==> src/rtl/hazard_scoreboard_unit.sv <==
// Pipeline hazard control: load-use stalls, branch flushes, EX forwarding selects and a
// scoreboard of in-flight multi-cycle results, plus a saturating stall-cycle counter.
`ifndef NO_FW
`define NO_FW  2'b00
`endif
`ifndef FW_WB
`define FW_WB  2'b01
`endif
`ifndef FW_MEM
`define FW_MEM 2'b10
`endif

module hazard_scoreboard_unit #(
  parameter int NREGS    = 32,
  parameter int MC_SLOTS = 2,
  parameter int MC_LAT   = 4,
  parameter int CNT_W    = 32,
  localparam int RW      = $clog2(NREGS)
) (
  input  logic             clk,
  input  logic             rst_n,
  input  logic [RW-1:0]    rs1_decode,
  input  logic [RW-1:0]    rs2_decode,
  input  logic [RW-1:0]    rd_decode,
  input  logic             reg_write_decode,
  input  logic             mc_op_decode,
  input  logic [RW-1:0]    rs1_execute,
  input  logic [RW-1:0]    rs2_execute,
  input  logic [RW-1:0]    rd_execute,
  input  logic             mem_read_execute,
  input  logic [RW-1:0]    rd_mem,
  input  logic [RW-1:0]    rd_writeback,
  input  logic             reg_write_mem,
  input  logic             reg_write_writeback,
  input  logic             taken_branch,
  output logic [1:0]       forward_rs1_execute,
  output logic [1:0]       forward_rs2_execute,
  output logic             stall_fetch,
  output logic             stall_decode,
  output logic             flush_decode,
  output logic             flush_execute,
  output logic             sb_full,
  output logic [CNT_W-1:0] stall_count
);

  localparam logic [RW-1:0]    REG_ZERO = {RW{1'b0}};
  localparam logic [3:0]       LAT_INIT = 4'(MC_LAT);
  localparam logic [CNT_W-1:0] CNT_MAX  = {CNT_W{1'b1}};
  localparam logic [CNT_W-1:0] CNT_ONE  = {{(CNT_W-1){1'b0}}, 1'b1};

  logic [MC_SLOTS-1:0] valid_r;
  logic [RW-1:0]       slot_rd_r  [MC_SLOTS];
  logic [3:0]          slot_cnt_r [MC_SLOTS];
  logic [CNT_W-1:0]    stall_count_r;

  logic                load_use_s;
  logic                sb_raw_s;
  logic                sb_waw_s;
  logic                sb_struct_s;
  logic                sb_full_s;
  logic                stall_s;
  logic                alloc_s;
  logic                free_found_s;
  logic [MC_SLOTS-1:0] alloc_oh_s;

  // MEM beats WB; x0 is never forwarded.
  function automatic logic [1:0] fwd_sel(input logic [RW-1:0] rs,
                                         input logic [RW-1:0] rd_m,
                                         input logic [RW-1:0] rd_w,
                                         input logic          we_m,
                                         input logic          we_w);
    logic [1:0] sel;
    if (rs == REG_ZERO) begin
      sel = `NO_FW;
    end else if (we_m && (rd_m == rs)) begin
      sel = `FW_MEM;
    end else if (we_w && (rd_w == rs)) begin
      sel = `FW_WB;
    end else begin
      sel = `NO_FW;
    end
    return sel;
  endfunction

  assign forward_rs1_execute = fwd_sel(rs1_execute, rd_mem, rd_writeback,
                                       reg_write_mem, reg_write_writeback);
  assign forward_rs2_execute = fwd_sel(rs2_execute, rd_mem, rd_writeback,
                                       reg_write_mem, reg_write_writeback);

  assign sb_full_s = &valid_r;

  // Hazard detection against execute and registered scoreboard state only
  always_comb begin
    load_use_s = mem_read_execute && (rd_execute != REG_ZERO) &&
                 (((rs1_decode != REG_ZERO) && (rs1_decode == rd_execute)) ||
                  ((rs2_decode != REG_ZERO) && (rs2_decode == rd_execute)));
    sb_raw_s = 1'b0;
    sb_waw_s = 1'b0;
    for (int i = 0; i < MC_SLOTS; i++) begin
      sb_raw_s = sb_raw_s | (valid_r[i] &&
                 (((rs1_decode != REG_ZERO) && (slot_rd_r[i] == rs1_decode)) ||
                  ((rs2_decode != REG_ZERO) && (slot_rd_r[i] == rs2_decode))));
      sb_waw_s = sb_waw_s | (valid_r[i] && reg_write_decode &&
                 (rd_decode != REG_ZERO) && (slot_rd_r[i] == rd_decode));
    end
    sb_struct_s = mc_op_decode && sb_full_s;
    stall_s     = load_use_s || sb_raw_s || sb_waw_s || sb_struct_s;
  end

  // Pick the lowest-index free slot for a new multi-cycle op
  always_comb begin
    alloc_s      = mc_op_decode && reg_write_decode && (rd_decode != REG_ZERO) &&
                   !stall_s && !taken_branch;
    alloc_oh_s   = {MC_SLOTS{1'b0}};
    free_found_s = 1'b0;
    for (int i = 0; i < MC_SLOTS; i++) begin
      if (!valid_r[i] && !free_found_s) begin
        alloc_oh_s[i] = alloc_s;
        free_found_s  = 1'b1;
      end else begin
        free_found_s  = free_found_s;
      end
    end
  end

  // Slot countdown; a slot still counting down cannot be reallocated this edge
  always_ff @(posedge clk or negedge rst_n) begin
    if (!rst_n) begin
      for (int i = 0; i < MC_SLOTS; i++) begin
        valid_r[i]    <= 1'b0;
        slot_rd_r[i]  <= REG_ZERO;
        slot_cnt_r[i] <= 4'd0;
      end
    end else begin
      for (int i = 0; i < MC_SLOTS; i++) begin
        if (valid_r[i]) begin
          if (slot_cnt_r[i] == 4'd1) begin
            valid_r[i]    <= 1'b0;
            slot_cnt_r[i] <= 4'd0;
          end else begin
            slot_cnt_r[i] <= slot_cnt_r[i] - 4'd1;
          end
        end else if (alloc_oh_s[i]) begin
          valid_r[i]    <= 1'b1;
          slot_rd_r[i]  <= rd_decode;
          slot_cnt_r[i] <= LAT_INIT;
        end
      end
    end
  end

  // Saturating stall-cycle counter
  always_ff @(posedge clk or negedge rst_n) begin
    if (!rst_n) begin
      stall_count_r <= {CNT_W{1'b0}};
    end else if (stall_s && (stall_count_r != CNT_MAX)) begin
      stall_count_r <= stall_count_r + CNT_ONE;
    end
  end

  assign stall_fetch   = stall_s;
  assign stall_decode  = stall_s;
  assign flush_execute = stall_s | taken_branch;
  assign flush_decode  = taken_branch;
  assign sb_full       = sb_full_s;
  assign stall_count   = stall_count_r;

endmodule

==> config.mk <==
export PLATFORM = sky130hd
export DESIGN_NAME = hazard_scoreboard_unit
export DESIGN_NICKNAME = d
export VERILOG_FILES = /design/src/rtl/hazard_scoreboard_unit.sv
export SDC_FILE = /design/constraint.sdc
export NUM_CORES = 1
export LEC_CHECK = 0
export BUFFER_PORTS_ARGS = -buffer_cell sky130_fd_sc_hd__clkbuf_2
export CORE_MARGIN = 2
export CORE_UTILIZATION = 30
export CTS_BUF_LIST = sky130_fd_sc_hd__clkbuf_2 sky130_fd_sc_hd__clkbuf_4 sky130_fd_sc_hd__clkbuf_8
export DETAILED_ROUTE_END_ITERATION = 6
export PLACE_DENSITY_LB_ADDON = 0.05
export SETUP_SLACK_MARGIN = 0.02
export SLEW_MARGIN = 20
export SYNTH_ARGS = -nofsm -noshare
export SYNTH_HDL_FRONTEND = slang
export SYNTH_SLANG_ARGS = --single-unit
==> constraint.sdc <==
create_clock -name clk -period 6.2 [get_ports clk]
set_clock_uncertainty 0.1 [all_clocks]
set_input_delay 1.86 -clock clk [delete_from_list [all_inputs] [get_ports clk]]
set_output_delay 1.86 -clock clk [all_outputs]
set_load 0.005 [all_outputs]
* Word-level counts from Yosys, hierarchy flattened
Cells that the tools add are included.
** Word-level totals
- Word-level logic and storage cells :: 96
- Register bits after elaboration :: 52
** Cells by class
- Eq/ne operators :: 15
- Reductions and logical operators :: 47
- Bitwise logic cells :: 5
- Mux-type cells :: 20
- $add $sub $neg :: 3
** Operators by type and width (number)
- equality test 5 bit :: 12
- adder 32 x 1 -> 32 bit, second input constant :: 1
- inequality test 32 bit, second input constant :: 1
- logical AND 1 bit :: 27
- 2-to-1 mux 4 bit :: 6
- nonzero test 5 bit :: 4
- logical NOT 5 bit :: 2
- 2-to-1 mux 1 bit :: 10
- equality test 4 x 1 -> 1 bit, second input constant :: 2
- 2-to-1 mux 2 bit :: 4
- subtractor 4 x 1 -> 4 bit, second input constant :: 2
- logical OR 1 bit :: 6
- AND reduction 2 bit :: 3
- nonzero test 2 bit :: 2
- logical NOT 1 bit :: 3
- OR 1 bit :: 3
- NOT 1 bit :: 2

* Longest topological paths before layout
- Depth after elaboration :: 14
- Depth in mapped cells :: 9
- Depth with buffers taken out :: 7

* Worst setup path after synthesis
OpenSTA, ideal clock, no wires.
- Path kind :: input -> output
- Start :: input port rs1_decode[1]
- End :: output port stall_fetch
- Data arrival time :: 3.473 ns
- Stages :: 9
- Setup slack :: 0.767 ns
- Path buffers :: 3
- Required time :: 4.240 ns
- Path through :: or4_1 > nor2_2 > nor4_1 > a211oi_1 > and4_1 > buf_4 > buf_2 > inv_1 > buf_4
** On the way
- Longest elaborated chain between the ends :: 8
- Elaborated cells on any way between the ends :: 17
- Classes of those cells :: 3 x eq/ne; 1 x bitwise; 13 x reduce/logical
** Ends and longest elaborated chain
- from (decl) :: RTL line 22 : input logic [RW-1:0] rs1_decode,
- equality test 5 bit / nonzero test 5 bit (equally long branches) :: RTL line 101, 95
- logical AND 1 bit :: RTL line 101 : (((rs1_decode != REG_ZERO) && (slot_rd_r[i] == rs1_decode)) ||
- logical OR 1 bit :: RTL line 101
- logical AND 1 bit :: RTL line 100 : sb_raw_s = sb_raw_s | (valid_r[i] &&
- OR 1 bit :: RTL line 100
- logical OR 1 bit (*) (3 in series) :: RTL line 107 : stall_s = load_use_s || sb_raw_s || sb_waw_s || sb_struct_s;
- to (decl) :: RTL line 38 : output logic stall_fetch,
Every way passes the cells marked *; elsewhere a longest branch is shown, timed or not.

* Worst setup path in the final report
- Start :: input port rs2_decode[1]
- End :: output port stall_decode
** On the way
- Longest elaborated chain between the ends :: 8
- Elaborated cells on any way between the ends :: 17
- Classes of those cells :: 3 x eq/ne; 1 x bitwise; 13 x reduce/logical
** Ends and longest elaborated chain
- from (decl) :: RTL line 23 : input logic [RW-1:0] rs2_decode,
- equality test 5 bit / nonzero test 5 bit (equally long branches) :: RTL line 102, 96
- logical AND 1 bit :: RTL line 102 : ((rs2_decode != REG_ZERO) && (slot_rd_r[i] == rs2_decode))));
- logical OR 1 bit :: RTL line 101
- logical AND 1 bit :: RTL line 100
- OR 1 bit :: RTL line 100
- logical OR 1 bit (*) (3 in series) :: RTL line 107
- to (decl) :: RTL line 39 : output logic stall_decode,
Marks and branches as above.

==> flow_summary.yaml <==
status:
  status: "completed"
layout:
  synthToLayoutAreaGrowth_pct: 19.9
  antenna-diode-count: 0
  final_common_cell: "clkbuf_2"
  fin_nets: 481
  layout_common_cells: "clkbuf_2, xor2_1, dfrtp_1, xnor2_1, nand3_1"
  postLayoutCellArea_sq_um: 3960
  final_util_pct: 36.7
  drive_gt1_share_pct: 26.4
critical_path:
  r2r_end: "stall_count[1]"
  startpoint_type: "input pin"
  cpMostUsedCell: "clkbuf_2"
  path_cells: "clkbuf_2, or4_1, nor2_1, nor4_1, o221ai_1, and4_1, inv_1, clkbuf_2"
  worstPathArrival_ps: 3490
  crit_slowest_cell: "or4_1"
  r2r_slack_ps: 3280
  cp-end-kind: "output port"
  rr_startpoint: "stall_count[9]"
  crit_fanout: 4
  ff2ff_path_depth: 6
  required_ps: 4240
  critPathKind: "input pin to output port"
  cp_slowest_stage_delay_ps: 520
sta:
  clock.fmax_mhz: 184
  slew_headroom_pct: 53.8
  finalCritPeriodShare_pct: 87.9
  hold_viol_final: 0
  rsz0062_at_grt: "false"
  worst_hold_slack_ps: 390
  min_period_ps: 5450
  setup-violations-final: 0
  drv_slew: 0
  worstMarginPinSlew_ps: 686
  tns_ps: 0
  fin_ws_ps: 752
route:
  drt_first_pass_iters: 4
  vias_per_cell: 4.92
  drc_errors: 0
  drtAntennaViolNets: 0
  vias: 2792
  wl_per_cell_um: 14.8
  drt-total-wl_um: 8420
  drtIter0Drc: 107
floorplanning:
  die_x_um: 109
  core_sq_um: 10800
  die_height_um: 109
  die_area_sq_um: 11900
  ioPinCount: 89
  rows: 38
  start_util_pct: 30.6
logic_synthesis:
  yosys.area_share.adder_pct: 1.89
  synth-compound-area-share_pct: 3.90
  syn_avg_cell_area_sq_um: 9.68
  synth.distinct_cells: 37
  synth.area.top_cells: "dfrtp_1, xor2_1, xnor2_1"
  synthSimpleGateAreaFrac_pct: 24.7
  synth_area_sq_um: 3300
  synth_top_area_share_pct: 39.4
  ys_ff_latch: 52
  synth-xor-area-share_pct: 23.3
  synth_cells: 341
  synth_nets: 394
  muxShareOfSynthArea_pct: 4.09
  synth_top_family_by_area: "simple AND/OR/NAND/NOR gates"
  synth-seq-area-share_pct: 39.4
  ys.warnings.count: 0
  yosys.area.top_type: "dfrtp_1"
cts:
  root_buffer: "clkbuf_8"
  cts_resized: 0
  cts_hold_buf: 0
  postCtsSetupBuffers: 0
  clkSinkCount: 52
  cts_tree: "done"
  clockBufferDepth: 2
  htreeDepth: 2
  clk_pin_slew_ps: 90
  clock_latency_ps: 300
  cts_buffers: 5
placed_design:
  pre_cts_ws_ps: 745
  placed_cell_area_sq_um: 3880
  gp_congestion: 0.876
  portBuffers: 88
  post-dp-hpwl_um: 6270
pwr:
  ir_drop_mv: 0.138
  power.leakage_nw: 1.91
  power.density_nw_per_um2: 294
grt:
  grt.overflow.total: 0
  grt_use_total_pct: 14.4
  grt_pass1_vias: 2766
  grt_pass1_wl_um: 13600
  grt_max_degree: 53
  antenna_found_initial: 0
worst_hold_path:
  worstHoldStart: "stall_count[25]"
  worstHoldEndpoint: "stall_count[25]"
  hold_class: "flop to flop"
  hold_path_depth: 1
run:
  maxCapViolCount: 0
[registers in the layout (all words and copies together) (netlist names)]
signal / cells
slot_cnt_r: 8
slot_rd_r: 10
stall_count: 32
valid_r: 2
[cell type report]
class                           count  area [sq um]
Fill cell                        1128          6830
Tap cell                          140           175
Clock buffer                        6          76.3
Multi-Input combinational cell    270          1910
Clock inverter                      1          5.00
Timing Repair Buffer               90           455
Sequential cell                    52          1300
Inverter                            9          33.8
[worst max path at each step]
| stage | from | to |
|---|---|---|
| 2_1_floorplan | rs1_decode[1] | stall_fetch |
| 3_3_place_gp | rs2_decode[1] | stall_decode |
| 3_5_place_dp | rs2_decode[1] | stall_decode |
| 4_1_cts | rs2_decode[1] | stall_decode |
| 5_1_grt | rs2_decode[1] | stall_decode |
| 6_report | rs2_decode[1] | stall_decode |
[Yosys cell counts]
cell type and instances:
nor2_1 16, nand4_1 10, o31ai_1 2, and2_1 1, a31o_2 1, buf_2 5
and3_1 11, a211oi_1 2, inv_1 9, o221ai_1 1, mux2_2 12, dfrtp_1 52
and4_1 5, nand3_1 23, nor2_2 1, a21boi_0 2, o311ai_0 1, or2_2 1
nand2_1 20, nor3b_1 4, nand3b_1 1, o22ai_1 3, nor2b_1 1, xnor2_1 33
clkbuf_1 2, nor3_1 20, buf_4 3, nand4_4 1, nand2b_1 8, nor4b_1 2
ha_1 5, a211o_1 1, xor2_1 55, or4_1 5, nor4_1 16, a21oi_1 3
o21ai_0 3
[cells by family after synthesis]
logic type | Yosys count
xor+xnor | 88
fa+ha+maj | 5
buf+inv | 19
mux | 12
compound gates | 19
simple gates | 146
flops | 52
[worst max-delay path, delay by kind of cell]
kind | cells | cell delay (ps)
compound gates | 1 | 200
buf+inv | 3 | 300
simple gates | 4 | 1110
[per-layer routing]
metal	track usage, %	vias to the layer above	share of wire (%)
met5	0	-	0
met4	3.85	0	1.4
met3	2.99	11	5.7
met2	22.4	68	44
met1	20.3	1329	49
li1	-	1384	-
[per-stage QoR]
| stage | instances | total power [mW] |
|---|---|---|
| 5_1_grt | 568 | 1.26 |
| 4_1_cts | 568 | 1.18 |
| 3_3_place_gp | 561 | 0.989 |
| 3_5_place_dp | 561 | 0.982 |
| 6_report | 568 | 1.17 |
| 2_1_floorplan | 341 | 0.835 |
[power breakdown]
part           total, mW  internal (mW)  leakage [nW]  switching, mW
sequential         0.549          0.425         0.681          0.124
clock              0.192         0.0816        0.0445          0.111
combinational      0.424          0.214          1.19          0.210
total               1.17          0.720          1.91          0.445
No activity file was read; power rests on OpenSTA's default activity.
